--- config.mk ---
export PLATFORM = sky130hd
export DESIGN_NAME = alu_seq
export DESIGN_NICKNAME = d
export VERILOG_FILES = /design/src/rtl/alu_pkg.sv /design/src/rtl/alu_core.sv /design/src/rtl/alu_seq.sv
export SDC_FILE = /design/constraint.sdc
export NUM_CORES = 1
export LEC_CHECK = 0
export CAP_MARGIN = 20
export CORE_MARGIN = 10
export CORE_UTILIZATION = 25
export DETAILED_ROUTE_END_ITERATION = 10
export PLACE_DENSITY = 0.43
export SLEW_MARGIN = 40
export SYNTH_ARGS = -nofsm -noshare
export SYNTH_HDL_FRONTEND = slang
export SYNTH_HIERARCHICAL = 1
export SYNTH_SLANG_ARGS = --single-unit
--- constraint.sdc ---
create_clock -name clk -period 3.5 [get_ports clk]
set_input_delay 0.35 -clock clk [delete_from_list [all_inputs] [get_ports clk]]
set_output_delay 0.35 -clock clk [all_outputs]
set_load 0.03 [all_outputs]
--- src/rtl/alu_pkg.sv ---
// alu_pkg: shared op and FSM state encodings for alu_seq and alu_core.
// Latency: n/a (constants only).
// Backpressure: n/a.
package alu_pkg;

  // Logic ops (m=0, l=1)
  localparam logic [1:0] OP_AND  = 2'b00;
  localparam logic [1:0] OP_OR   = 2'b01;
  localparam logic [1:0] OP_XOR  = 2'b10;
  localparam logic [1:0] OP_NOT  = 2'b11;

  // Arithmetic ops (m=0, l=0)
  localparam logic [1:0] OP_NEGA = 2'b00;
  localparam logic [1:0] OP_NEGB = 2'b01;
  localparam logic [1:0] OP_ADD  = 2'b10;
  localparam logic [1:0] OP_SUB  = 2'b11;

  // Multi-cycle ops (m=1); op=1x is reserved
  localparam logic [1:0] OP_MUL  = 2'b00;
  localparam logic [1:0] OP_DIV  = 2'b01;

  // Sequencer states
  localparam logic [0:0] IDLE    = 1'b0;
  localparam logic [0:0] RUN     = 1'b1;

endpackage

--- src/rtl/alu_core.sv ---
// alu_core: combinational WIDTH-bit logic/arithmetic unit with Z/C/S/V flags.
// Latency: 0 cycles (purely combinational).
// Backpressure: none; output follows inputs.
module alu_core
  import alu_pkg::*;
#(
  parameter int WIDTH = 4
) (
  input  logic             l,
  input  logic [1:0]       op,
  input  logic [WIDTH-1:0] a,
  input  logic [WIDTH-1:0] b,
  output logic [WIDTH-1:0] r,
  output logic             z,
  output logic             c,
  output logic             s,
  output logic             v
);

  localparam logic [WIDTH:0]   ONE     = (WIDTH + 1)'(1);
  localparam logic [WIDTH-1:0] MIN_NEG = {1'b1, {(WIDTH - 1){1'b0}}};

  logic [WIDTH:0] sum;

  // Select the logic or (WIDTH+1)-bit arithmetic result and its carry/overflow
  always_comb begin
    sum = '0;
    r   = '0;
    c   = 1'b0;
    v   = 1'b0;
    if (l) begin
      case (op)
        OP_AND:  r = a & b;
        OP_OR:   r = a | b;
        OP_XOR:  r = a ^ b;
        default: r = ~a;
      endcase
    end else begin
      case (op)
        OP_NEGA: begin
          sum = {1'b0, ~a} + ONE;
          // Two's-complement negation only overflows on the most negative value
          v   = (a == MIN_NEG);
        end
        OP_NEGB: begin
          sum = {1'b0, ~b} + ONE;
          v   = (b == MIN_NEG);
        end
        OP_ADD: begin
          sum = {1'b0, a} + {1'b0, b};
          v   = (a[WIDTH-1] == b[WIDTH-1]) && (sum[WIDTH-1] != a[WIDTH-1]);
        end
        default: begin
          sum = {1'b0, a} + {1'b0, ~b} + ONE;
          v   = (a[WIDTH-1] != b[WIDTH-1]) && (sum[WIDTH-1] != a[WIDTH-1]);
        end
      endcase
      r = sum[WIDTH-1:0];
      c = sum[WIDTH];
    end
  end

  assign s = r[WIDTH-1];
  assign z = ~|r;

endmodule

--- src/rtl/alu_seq.sv ---
// alu_seq: registered ALU plus multi-cycle unsigned shift-add MUL and restoring DIV.
// Latency: 1 cycle after accept for ALU ops, DIV-by-0 and reserved ops; WIDTH+1 for MUL/DIV.
// Backpressure: start ignored while busy (no queueing); a start during the done cycle is accepted.
module alu_seq #(
  parameter int WIDTH = 4
) (
  input  logic             clk,
  input  logic             rst_n,
  input  logic             start,
  input  logic             m,
  input  logic             l,
  input  logic [1:0]       op,
  input  logic [WIDTH-1:0] a,
  input  logic [WIDTH-1:0] b,
  output logic [WIDTH-1:0] r,
  output logic [WIDTH-1:0] r_hi,
  output logic             z,
  output logic             c,
  output logic             s,
  output logic             v,
  output logic             busy,
  output logic             done,
  output logic             err
);
  import alu_pkg::*;

  localparam int CW = $clog2(WIDTH + 1);

  logic [0:0]       state_q;
  logic [CW-1:0]    cnt_q;
  logic             pend_q;   // a one-cycle op was accepted last edge and completes now
  logic             m_q, l_q;
  logic [1:0]       op_q;
  logic [WIDTH-1:0] a_q, b_q;
  logic [WIDTH-1:0] work_hi, work_lo;   // MUL: {product hi, multiplier}; DIV: {remainder, quotient}
  logic [WIDTH-1:0] hi_nxt, lo_nxt;
  logic [WIDTH:0]   mul_acc, div_shf, div_dif;
  logic [WIDTH-1:0] core_r;
  logic             core_z, core_c, core_s, core_v;
  logic             accept, go_run, fin_run;

  assign busy    = (state_q == RUN);
  assign accept  = start && !busy;
  // DIV by zero skips iteration and completes like a single-cycle op
  assign go_run  = m && !op[1] && ((op == OP_MUL) || (b != '0));
  assign fin_run = (state_q == RUN) && (cnt_q == '0);

  alu_core #(.WIDTH(WIDTH)) u_core (
    .l  (l_q),
    .op (op_q),
    .a  (a_q),
    .b  (b_q),
    .r  (core_r),
    .z  (core_z),
    .c  (core_c),
    .s  (core_s),
    .v  (core_v)
  );

  // One shift-add (MUL) or restoring-subtract (DIV) step on the working registers
  always_comb begin
    mul_acc = {1'b0, work_hi} + (work_lo[0] ? {1'b0, b_q} : '0);
    div_shf = {work_hi, work_lo[WIDTH-1]};
    div_dif = div_shf - {1'b0, b_q};
    if (op_q == OP_MUL) begin
      hi_nxt = mul_acc[WIDTH:1];
      lo_nxt = {mul_acc[0], work_lo[WIDTH-1:1]};
    end else if (!div_dif[WIDTH]) begin
      hi_nxt = div_dif[WIDTH-1:0];
      lo_nxt = {work_lo[WIDTH-2:0], 1'b1};
    end else begin
      hi_nxt = div_shf[WIDTH-1:0];
      lo_nxt = {work_lo[WIDTH-2:0], 1'b0};
    end
  end

  // Accept requests, latch operands and sequence the MUL/DIV iterations
  always_ff @(posedge clk or negedge rst_n) begin
    if (!rst_n) begin
      state_q <= IDLE;
      cnt_q   <= '0;
      pend_q  <= 1'b0;
      m_q     <= 1'b0;
      l_q     <= 1'b0;
      op_q    <= '0;
      a_q     <= '0;
      b_q     <= '0;
      work_hi <= '0;
      work_lo <= '0;
    end else begin
      pend_q <= 1'b0;
      if (state_q == IDLE) begin
        if (accept) begin
          m_q  <= m;
          l_q  <= l;
          op_q <= op;
          a_q  <= a;
          b_q  <= b;
          if (go_run) begin
            state_q <= RUN;
            cnt_q   <= CW'(WIDTH);
            work_hi <= '0;
            work_lo <= a;
          end else begin
            pend_q <= 1'b1;
          end
        end
      end else if (cnt_q == '0) begin
        state_q <= IDLE;
      end else begin
        cnt_q   <= cnt_q - CW'(1);
        work_hi <= hi_nxt;
        work_lo <= lo_nxt;
      end
    end
  end

  // Result/flag register: updated only on completion, done/err pulse for one cycle
  always_ff @(posedge clk or negedge rst_n) begin
    if (!rst_n) begin
      r    <= '0;
      r_hi <= '0;
      z    <= 1'b1;
      c    <= 1'b0;
      s    <= 1'b0;
      v    <= 1'b0;
      done <= 1'b0;
      err  <= 1'b0;
    end else begin
      done <= 1'b0;
      err  <= 1'b0;
      if (pend_q) begin
        done <= 1'b1;
        if (!m_q) begin
          r    <= core_r;
          r_hi <= '0;
          z    <= core_z;
          c    <= core_c;
          s    <= core_s;
          v    <= core_v;
        end else if (op_q == OP_DIV) begin
          r    <= '1;
          r_hi <= a_q;
          z    <= 1'b0;
          c    <= 1'b0;
          s    <= 1'b0;
          v    <= 1'b0;
          err  <= 1'b1;
        end else begin
          // Reserved op: results and flags keep their previous values
          err  <= 1'b1;
        end
      end else if (fin_run) begin
        done <= 1'b1;
        r    <= work_lo;
        r_hi <= work_hi;
        s    <= 1'b0;
        v    <= 1'b0;
        if (op_q == OP_MUL) begin
          z <= ~|{work_hi, work_lo};
          c <= |work_hi;
        end else begin
          z <= ~|work_lo;
          c <= 1'b0;
        end
      end
    end
  end

endmodule
==> qor.txt <==
outcome -> complete, no violations
Mapped Avg Cell Area -> 9.074 sq um
Setup Fix Bufs, Post-CTS -> 0
VDD IR max -> 383.7 uV
final hold slack -> 0.05259 ns
post-synthesis compound-gate area fraction -> 19.12%
drt pass-1 iters -> 4
largest net degree at the start of global routing -> 40
Tcrit/Tclk final -> 72.96%
critical-path cell list -> ha_1 -> inv_1 -> fa_1 -> mux4_2 -> a21o_1 -> o2111ai_1 -> a311oi_2 -> a32oi_1 -> o21ai_0
GPL Wtd Cong -> 0.8630
Synth Area in Adders -> 13.06%
wire length per cell -> 16.26 um
Post-synth EDFFs -> 0
Post-Synth XOR/XNOR Area -> 2.663%
Top delay family on crit path -> adder cells
n_diodes -> 0
Synth Register Bits -> 39
Int Pwr -> 2.029 mW
crit path from -> b_q[0]
initial antenna violation count -> 0
Mapped Area -> 2913 sq um
Comb pwr share -> 61.1%
post-synthesis sequential area ratio -> 33.55%
Final Skew -> 0.006724 ns
Clock Power Share -> 14.0%
critical path buffer and inverter count -> 1
kind of critical path -> reg -> reg
fraction of registers with async set/reset -> 100.0%
multiplexer share of the synthesized area -> 8.677%
Crit. End Element -> flip-flop
row cnt -> 39
Hold Crit Class -> in -> async
cell depth of the worst flop-to-flop path -> 9
reg-to-reg slack, setup -> 0.95 ns
Vias/cell -> 4.818
relative slew slack -> 47.76%
GRT Total Usage -> 9.875%
CORE AREA -> 11420 sq um
CTS tree -> built
vias in the first global route -> 2436
Layout area overhead -> 20.40%
Die Y -> 127.9 um
data required time of the critical path -> 3.68 ns
Netlist cell types -> 56
Worst Setup Start Kind -> flip-flop
Max Cap Viol -> 0
Starting DRT DRC Count -> 110
TNS Setup -> 0 ns
Syn Inst Count -> 321
input/output buffers -> 29
clk slew on worst S/H paths -> 0.06 ns
RR Startpoint -> b_q[0]
WP data arrival -> 2.73 ns
Tmin final -> 2.554 ns
post-synthesis simple-gate area fraction -> 16.02%
PwrDens -> 1084 nW/um^2
Sw Ratio -> 46.66%
Sink Count -> 39
commonest non-fill, non-tap cell in the layout -> dfrtp_1
crit-path max FO -> 9
share of cells above drive strength 1 -> 11.27%
syn_nets -> 364
DRC viols -> 0
CTS Buffer Depth -> 2
Post-DP HPWL -> 6.214 mm
most frequent cells in the layout -> 38 x dfrtp_1, 35 x nand2_1, 28 x o21ai_0, 28 x clkdlybuf4s50_1, 27 x inv_1
slowest CP cell -> dfrtp_1
largest family of logic cells by synthesized area -> compound AO/OA/AOI/OAI gates
clock root buffer -> clkbuf_16
starting density of the core -> 25.51%
maximum clock frequency -> 0.3916 GHz
post-cts resize count -> 0
total CTS buffers -> 5
Total Wirelength -> 7.952 mm
Slew Limit Fails -> 0
critical path's largest stage delay -> 0.55 ns
RSZ-0062 raised after global routing -> false
H-tree levels -> 2
Flop pwr share -> 24.9%
GRT overflow -> 0
antenna-violating nets left -> 0
Final nets -> 388
Vias -> 2356
FF-to-FF End -> z
switching pwr -> 1.775 mW
P_leak -> 1.530 nW
warning count from the yosys run -> 6
final hold vios -> 0
die width -> 127.9 um
first-pass GRT wire length -> 13.18 mm
setup violators final -> 0
clk_lat worst skew -> 0.28 ns
Worst Tran Pin Value -> 0.7734 ns
die area -> 16370 sq um
Top-Level Pins -> 30
Synth Flop Type -> dfrtp_1
CTS Hold Bufs -> 0
## stage by stage
step | std cells | util, % | power, mW | worst slack (ns) | cell area (sq um)
2_1_floorplan | 321 | - | 2.639 | 1.104 | 2913
3_3_place_gp | 481 | 29.15 | 3.287 | 0.9709 | 3328
3_5_place_dp | 481 | 29.17 | 3.283 | 0.9511 | 3331
4_1_cts | 489 | 30.69 | 3.843 | 0.9305 | 3505
5_1_grt | 489 | 30.71 | 4.157 | 0.8328 | 3507
6_report | 489 | 30.71 | 3.803 | 0.9464 | 3507
## registers in the layout (all words and copies together) (netlist names), 2 cells and up
| name | flops |
|---|---|
| cnt_q | 3 |
| work_lo | 4 |
| r | 4 |
| op_q | 2 |
| work_hi | 4 |
| b_q | 4 |
| a_q | 4 |
| r_hi | 4 |
## how the worst max path moves through the flow
stage / endpoint / slack, ns / depth (start not counted)
final: z / 0.95 / 9
after global routing: z / 0.83 / 9
after CTS: z / 0.93 / 9
after detailed placement: z / 0.95 / 9
after global placement: z / 0.97 / 9
after floorplan: z / 1.10 / 11
## kinds of logic (layout without fill, tap and decap cells)
kind of cell    count (synthesis)  after routing
compound gates                 84             84
xor+xnor                        8              8
fa+ha+maj                      28             28
buf+inv                        47             72
flops                          39             39
mux                            20             20
simple gates                   95             95
## power by group through the flow
stage,Combinational [mW],Sequential [mW],Clock [mW]
after global routing,2.60,0.988,0.570
after detailed placement,2.32,0.963,0
after CTS,2.34,0.954,0.552
after global placement,2.33,0.955,0
after floorplan,1.67,0.971,0
final,2.32,0.947,0.532
## final cells by class
cell class / instances / area (sq um)
clock buffer: 6 / 138.9
tap: 143 / 178.9
fill: 1219 / 7911
sequential: 39 / 977.2
inverter: 30 / 115.1
clock inverter: 2 / 35.03
timing repair buffer: 34 / 325.3
multi-input combinational: 235 / 1737
## cell usage after synthesis (2+ instances only)
master | n | share of area, %
ha_1 | 24 | 10
a31o_1 | 2 | 0.60
o21ai_0 | 28 | 4.8
and2_1 | 5 | 1.1
a21oi_1 | 15 | 2.6
fa_1 | 4 | 2.7
xor2_1 | 2 | 0.60
and3_1 | 3 | 0.64
nand3_1 | 3 | 0.52
o22ai_1 | 6 | 1.3
a211oi_1 | 3 | 0.77
or2_1 | 2 | 0.43
nand2b_1 | 4 | 0.86
o211ai_1 | 2 | 0.52
xnor2_1 | 5 | 1.5
buf_2 | 9 | 1.5
mux2i_1 | 8 | 2.7
nor4_1 | 2 | 0.43
nor2_1 | 16 | 2.1
a31oi_1 | 3 | 0.64
a21o_1 | 4 | 1.0
nand2_1 | 35 | 4.5
inv_2 | 2 | 0.26
inv_1 | 27 | 3.5
a2bb2oi_1 | 2 | 0.60
o21bai_1 | 2 | 0.52
o21ai_1 | 2 | 0.34
nor3_1 | 9 | 1.5
nor4b_1 | 4 | 1.2
nor2b_1 | 9 | 1.9
clkbuf_1 | 6 | 0.77
mux2_2 | 8 | 3.1
mux4_2 | 3 | 2.3
a22o_1 | 3 | 0.90
dfrtp_1 | 38 | 33
## metal layers
metal,routed length [um],track usage [%],vias to the layer above
met5,0,0,-
met2,3657,15.97,29
met1,3912,13.03,1146
met4,88,1.921,0
li1,-,-,1175
met3,294,2.481,6
No activity file was read; power rests on OpenSTA's default activity.
